[src/rtl/uart_pkg.sv]
// Shared definitions for the UART transmit path: the byte width, the arbiter FSM
// state encoding and a small index helper.
package uart_pkg;

  localparam int UART_BYTE_W = 8;

  typedef enum logic [2:0] {
    S_IDLE,
    S_LOAD,
    S_ISSUE,
    S_WAIT_BUSY,
    S_WAIT_DONE
  } tx_arb_state_t;

  // Next index in a ring of n slots, wrapping n-1 back to 0.
  function automatic int wrapInc(input int idx, input int n);
    return (idx + 1 >= n) ? 0 : idx + 1;
  endfunction

endpackage

[src/rtl/rr_arbiter.sv]
// Combinational round-robin picker: the first requester at or above the pointer wins,
// with the search wrapping past NUM_REQ-1 back to 0.
module rr_arbiter #(
  parameter int NUM_REQ = 4,
  parameter int IDW     = $clog2(NUM_REQ)
) (
  input  logic [NUM_REQ-1:0] req_i,
  input  logic [IDW-1:0]     ptr_i,
  output logic [NUM_REQ-1:0] grant_o,
  output logic [IDW-1:0]     grant_idx_o
);

  int           cand;
  logic [IDW-1:0] candIdx;
  logic         found;

  always_comb begin
    grant_o     = '0;
    grant_idx_o = '0;
    found       = 1'b0;
    cand        = 0;
    candIdx     = '0;
    for (int k = 0; k < NUM_REQ; k++) begin
      cand    = (int'(ptr_i) + k) % NUM_REQ;
      candIdx = IDW'(cand);
      if (!found && req_i[candIdx]) begin
        found            = 1'b1;
        grant_o[candIdx] = 1'b1;
        grant_idx_o      = candIdx;
      end
    end
  end

endmodule

[src/rtl/uart_tx_arbiter.sv]
// Shares one uart_tx among NUM_REQ requesters; a grant is held for a whole packet
// and the round-robin pointer only moves once the packet's last byte has gone out.
module uart_tx_arbiter
  import uart_pkg::*;
#(
  parameter int NUM_REQ = 4,
  parameter int IDW     = $clog2(NUM_REQ)
) (
  input  logic                           clk,
  input  logic                           rstn,
  input  logic [UART_BYTE_W*NUM_REQ-1:0] req_data,
  input  logic [NUM_REQ-1:0]             req_valid,
  input  logic [NUM_REQ-1:0]             req_last,
  output logic [NUM_REQ-1:0]             req_ready,
  output logic [UART_BYTE_W-1:0]         tx_data,
  output logic                           tx_data_valid,
  input  logic                           tx_data_ready,
  output logic                           busy,
  output logic [IDW-1:0]                 grant_id
);

  tx_arb_state_t          state_q, state_d;
  logic [IDW-1:0]         grant_q, grant_d;
  logic [IDW-1:0]         ptr_q, ptr_d;
  logic [UART_BYTE_W-1:0] data_q, data_d;
  logic                   last_q, last_d;

  logic [UART_BYTE_W-1:0] reqBytes [NUM_REQ];
  logic [NUM_REQ-1:0]     arbGrant;
  logic [IDW-1:0]         arbIdx;

  for (genvar i = 0; i < NUM_REQ; i++) begin : g_bytes
    assign reqBytes[i] = req_data[UART_BYTE_W*i +: UART_BYTE_W];
  end

  rr_arbiter #(
    .NUM_REQ (NUM_REQ),
    .IDW     (IDW)
  ) u_rr_arbiter (
    .req_i       (req_valid),
    .ptr_i       (ptr_q),
    .grant_o     (arbGrant),
    .grant_idx_o (arbIdx)
  );

  always_ff @(posedge clk or negedge rstn) begin
    if (!rstn) begin
      state_q <= S_IDLE;
      grant_q <= '0;
      ptr_q   <= '0;
      data_q  <= '0;
      last_q  <= 1'b0;
    end else begin
      state_q <= state_d;
      grant_q <= grant_d;
      ptr_q   <= ptr_d;
      data_q  <= data_d;
      last_q  <= last_d;
    end
  end

  always_comb begin
    state_d   = state_q;
    grant_d   = grant_q;
    ptr_d     = ptr_q;
    data_d    = data_q;
    last_d    = last_q;
    req_ready = '0;
    case (state_q)
      S_IDLE: begin
        if ((|arbGrant) && tx_data_ready) begin
          grant_d = arbIdx;
          state_d = S_LOAD;
        end
      end
      // The grant stays locked here even if its owner stalls, so packets never interleave.
      S_LOAD: begin
        if (req_valid[grant_q]) begin
          data_d    = reqBytes[grant_q];
          last_d    = req_last[grant_q];
          req_ready = NUM_REQ'(1) << grant_q;
          state_d   = S_ISSUE;
        end
      end
      S_ISSUE: begin
        state_d = S_WAIT_BUSY;
      end
      S_WAIT_BUSY: begin
        if (!tx_data_ready) begin
          state_d = S_WAIT_DONE;
        end
      end
      S_WAIT_DONE: begin
        if (tx_data_ready) begin
          if (last_q) begin
            ptr_d   = IDW'(wrapInc(int'(grant_q), NUM_REQ));
            state_d = S_IDLE;
          end else begin
            state_d = S_LOAD;
          end
        end
      end
      default: begin
        state_d = S_IDLE;
      end
    endcase
  end

  assign tx_data       = data_q;
  assign tx_data_valid = (state_q == S_ISSUE);
  assign busy          = (state_q != S_IDLE);
  assign grant_id      = grant_q;

endmodule

[config.mk]
export PLATFORM = sky130hd
export DESIGN_NAME = uart_tx_arbiter
export DESIGN_NICKNAME = d
export VERILOG_FILES = /design/src/rtl/uart_pkg.sv /design/src/rtl/rr_arbiter.sv /design/src/rtl/uart_tx_arbiter.sv
export SDC_FILE = /design/constraint.sdc
export NUM_CORES = 1
export LEC_CHECK = 0
export CORE_MARGIN = 1.5
export CORE_UTILIZATION = 45
export DETAILED_ROUTE_END_ITERATION = 10
export GPL_ROUTABILITY_DRIVEN = 0
export PLACE_DENSITY = 0.85
export SYNTH_ARGS = -nofsm -noshare
export SYNTH_HDL_FRONTEND = slang
export SYNTH_SLANG_ARGS = --single-unit
[constraint.sdc]
create_clock -name clk -period 4.6 [get_ports clk]
set_input_delay 0.46 -clock clk [delete_from_list [all_inputs] [get_ports clk]]
set_output_delay 0.46 -clock clk [all_outputs]
set_load 0.05 [all_outputs]
==> reports/results.txt <==
status: finished clean
final hold violations: 0
Relative slew margins: 35.8%
Flop pwr share: 24.4%
CTS Buf Count: 3
setup_tns: 0 ns
Post-Syn Area per Cell: 11.7 sq um
Int Power: 637 uW
Gate power share: 68.0%
final wirelength: 3.38 mm
Die H: 57.2 microns
DR iter-0 viols: 45
# IOs: 59
initial antenna violation count: 0
Peak VDD IR: 0.542 mV
sequential fraction of the synthesis area: 30.3%
number of buffers added for setup after CTS: 0
GRT Util Overall: 22.9%
hold path depth: 1
# port buffers: 58
TritonRoute pass-1 iters: 4
post-synthesis cell type count: 34
worst-case clock buffer depth: 2
largest fanout on the critical path: 13
end of the worst hold path: tx_data[7]
share of cells above drive strength 1: 12.9%
number of remaining DRC errors: 0
R2R cell count: 7
period utilization: 81.2%
Tmin final: 3.73 ns
P per Cell Area: 634 mW/mm^2
crit path from: req_valid[2]
Crit Path Category: input pin to output pin
via count normalized by instance count: 5.90
clock skew: 0.00532 ns
number of max-cap violations: 0
Final Util: 70.2%
Arr. time, crit path: 3.27 ns
final net count: 225
ant diodes: 0
core footprint: 0.00278 sq mm
Slew @ Worst Pin: 0.960 ns
Reg2Reg Setup Slack: 1.75 ns
total grt overflow: 0
first-pass GRT wire length: 5.73 mm
Lkg Pwr: 0.000783 uW
Max Freq: 0.268 GHz
Final Max Tran Viols: 0
Synth Instances: 113
critical path endpoint category: output pin
critical path launch point type: input pin
Fillers: 199
syn nets: 166
wire per inst: 16.7 microns
Area Overhead vs Synth: 47.9%
commonest non-fill, non-tap cell in the layout: clkdlybuf4s50_1
Sw Share: 48.5%
die boundary width: 57.2 microns
worst min-delay path startpoint: tx_data[7]
Clk pin slew, worst setup/hold paths: 0.09 ns
final setup violating endpoints: 0
FF+latch count, synth: 16
reg-to-reg startpoint: ptr_q[0]
RR Endpoint: grant_id[1]
hold-fix buffers at CTS: 0
die area: 0.00327 sq mm
Hold Crit Class: register to register
CP required: 4.14 ns
most frequent cells in the layout: 58 x clkdlybuf4s50_1, 16 x dfrtp_1, 14 x mux4_2
latest clock arrival within the worst-skew pair: 0.29 ns
# rows: 19
Sink Count: 16
clock share of power: 7.6%
post_cts resized: 0
largest net degree at the start of global routing: 17
vias in the first global route: 1216
CTS Root Cell: clkbuf_4
P_sw: 601 uW
DP HPWL: 2.75 mm
CTS H-tree depth: 1
Synth warnings: 0
Detail Route Antenna Nets: 0
Mapped Area: 0.00132 sq mm
CTS tree: yes
RSZ-0062 raised after global routing: no
Vias: 1192
initial core utilization: 47.5%
[power groups by stage]
stage          clock network (uW)  registers, uW  logic, uW
6_report                     94.2            301        842
3_5_place_dp                    0            304        845
4_1_cts                      97.5            301        848
3_3_place_gp                    0            297        823
5_1_grt                       104            317        899
2_1_floorplan                   0            424        476
[flip-flops by register name, indices dropped and copies added (netlist names)]
| name | count |
|---|---|
| state_q | 3 |
| grant_id | 2 |
| ptr_q | 2 |
| tx_data | 8 |
| last_q | 1 |
[worst max-delay path: stages]
cell,delay [ns]
clkdlybuf4s50_1,0.59
mux4_2,0.29
nand3b_1,0.13
nor2_1,0.75
and2_1,0.25
clkdlybuf4s50_1,0.80
[cell type report]
cell class                      instances  area (sq um)  area share [%]
Multi-Input combinational cell         86           866            44.4
Timing Repair Buffer                   59           588            30.1
Sequential cell                        16           400            20.5
Tap cell                               31          38.8            1.99
Clock buffer                            4          36.3            1.86
Inverter                                6          22.5            1.15
[metal layers]
metal	vias to the layer above	track usage (%)	routed length (microns)
met4	0	2.99	11
met2	38	42.5	1950
met3	3	5.22	160
met1	597	27.6	1250
li1	554	-	-
met5	-	0	0
[worst max-delay path by stage]
stage,depth (start not counted),to,slack [ns]
5_1_grt,5,req_ready[3],0.59
6_report,6,req_ready[2],0.87
3_5_place_dp,6,req_ready[2],0.84
4_1_cts,5,req_ready[2],0.84
2_1_floorplan,5,req_ready[0],2.10
3_3_place_gp,6,req_ready[2],1.0
[synthesized netlist by cell type]
| cell type | n | area [sq um] |
|---|---|---|
| dfrtp_1 | 16 | 400 |
| mux4_2 | 14 | 315 |
| mux2_1 | 11 | 124 |
| ha_1 | 10 | 125 |
| nand2_1 | 6 | 22.5 |
| nor2_1 | 6 | 22.5 |
| inv_1 | 5 | 18.8 |
| o21ai_0 | 5 | 25.0 |
| a21oi_1 | 4 | 20.0 |
| and2_1 | 4 | 25.0 |
| nand3b_1 | 3 | 22.5 |
| clkbuf_1 | 2 | 7.51 |
| nand3_1 | 2 | 10.0 |
| nor2b_1 | 2 | 12.5 |
| nor3_1 | 2 | 10.0 |
| nor4_1 | 2 | 12.5 |
| or3_1 | 2 | 12.5 |
| a21o_1 | 1 | 7.51 |
| a41o_1 | 1 | 10.0 |
| and3_1 | 1 | 6.26 |
| buf_2 | 1 | 5.00 |
| buf_4 | 1 | 7.51 |
| buf_6 | 1 | 11.3 |
| inv_2 | 1 | 3.75 |
| nand4_1 | 1 | 6.26 |
| nor3b_1 | 1 | 7.51 |
| o21ai_1 | 1 | 5.00 |
| o221a_2 | 1 | 11.3 |
| o22ai_1 | 1 | 6.26 |
| o31a_1 | 1 | 8.76 |
| o31ai_1 | 1 | 7.51 |
| o32ai_1 | 1 | 8.76 |
| or4_1 | 1 | 7.51 |
| or4b_4 | 1 | 13.8 |
[metrics by stage]
step / instance area [sq um] / instances / setup WS (ns) / power [uW] / hold slack (ns)
6_report: 1950 / 202 / 0.866 / 1240 / 0.494
5_1_grt: 1950 / 202 / 0.593 / 1320 / 0.516
4_1_cts: 1950 / 202 / 0.839 / 1250 / 0.496
3_5_place_dp: 1920 / 198 / 0.843 / 1150 / 0.475
3_3_place_gp: 1920 / 198 / 1.00 / 1120 / 0.470
2_1_floorplan: 1320 / 113 / 2.10 / 899 / 0.164
[cell families after synthesis]
| family | after synthesis | share of synthesized area [%] |
|---|---|---|
| and+or+nand+nor | 34 | 14.5 |
| muxes | 25 | 33.3 |
| AOI/OAI and AO/OA | 17 | 8.34 |
| DFF | 16 | 30.3 |
| buffers and inverters | 11 | 4.08 |
| adders and majority gates | 10 | 9.48 |
No activity file was read; power rests on OpenSTA's default activity.
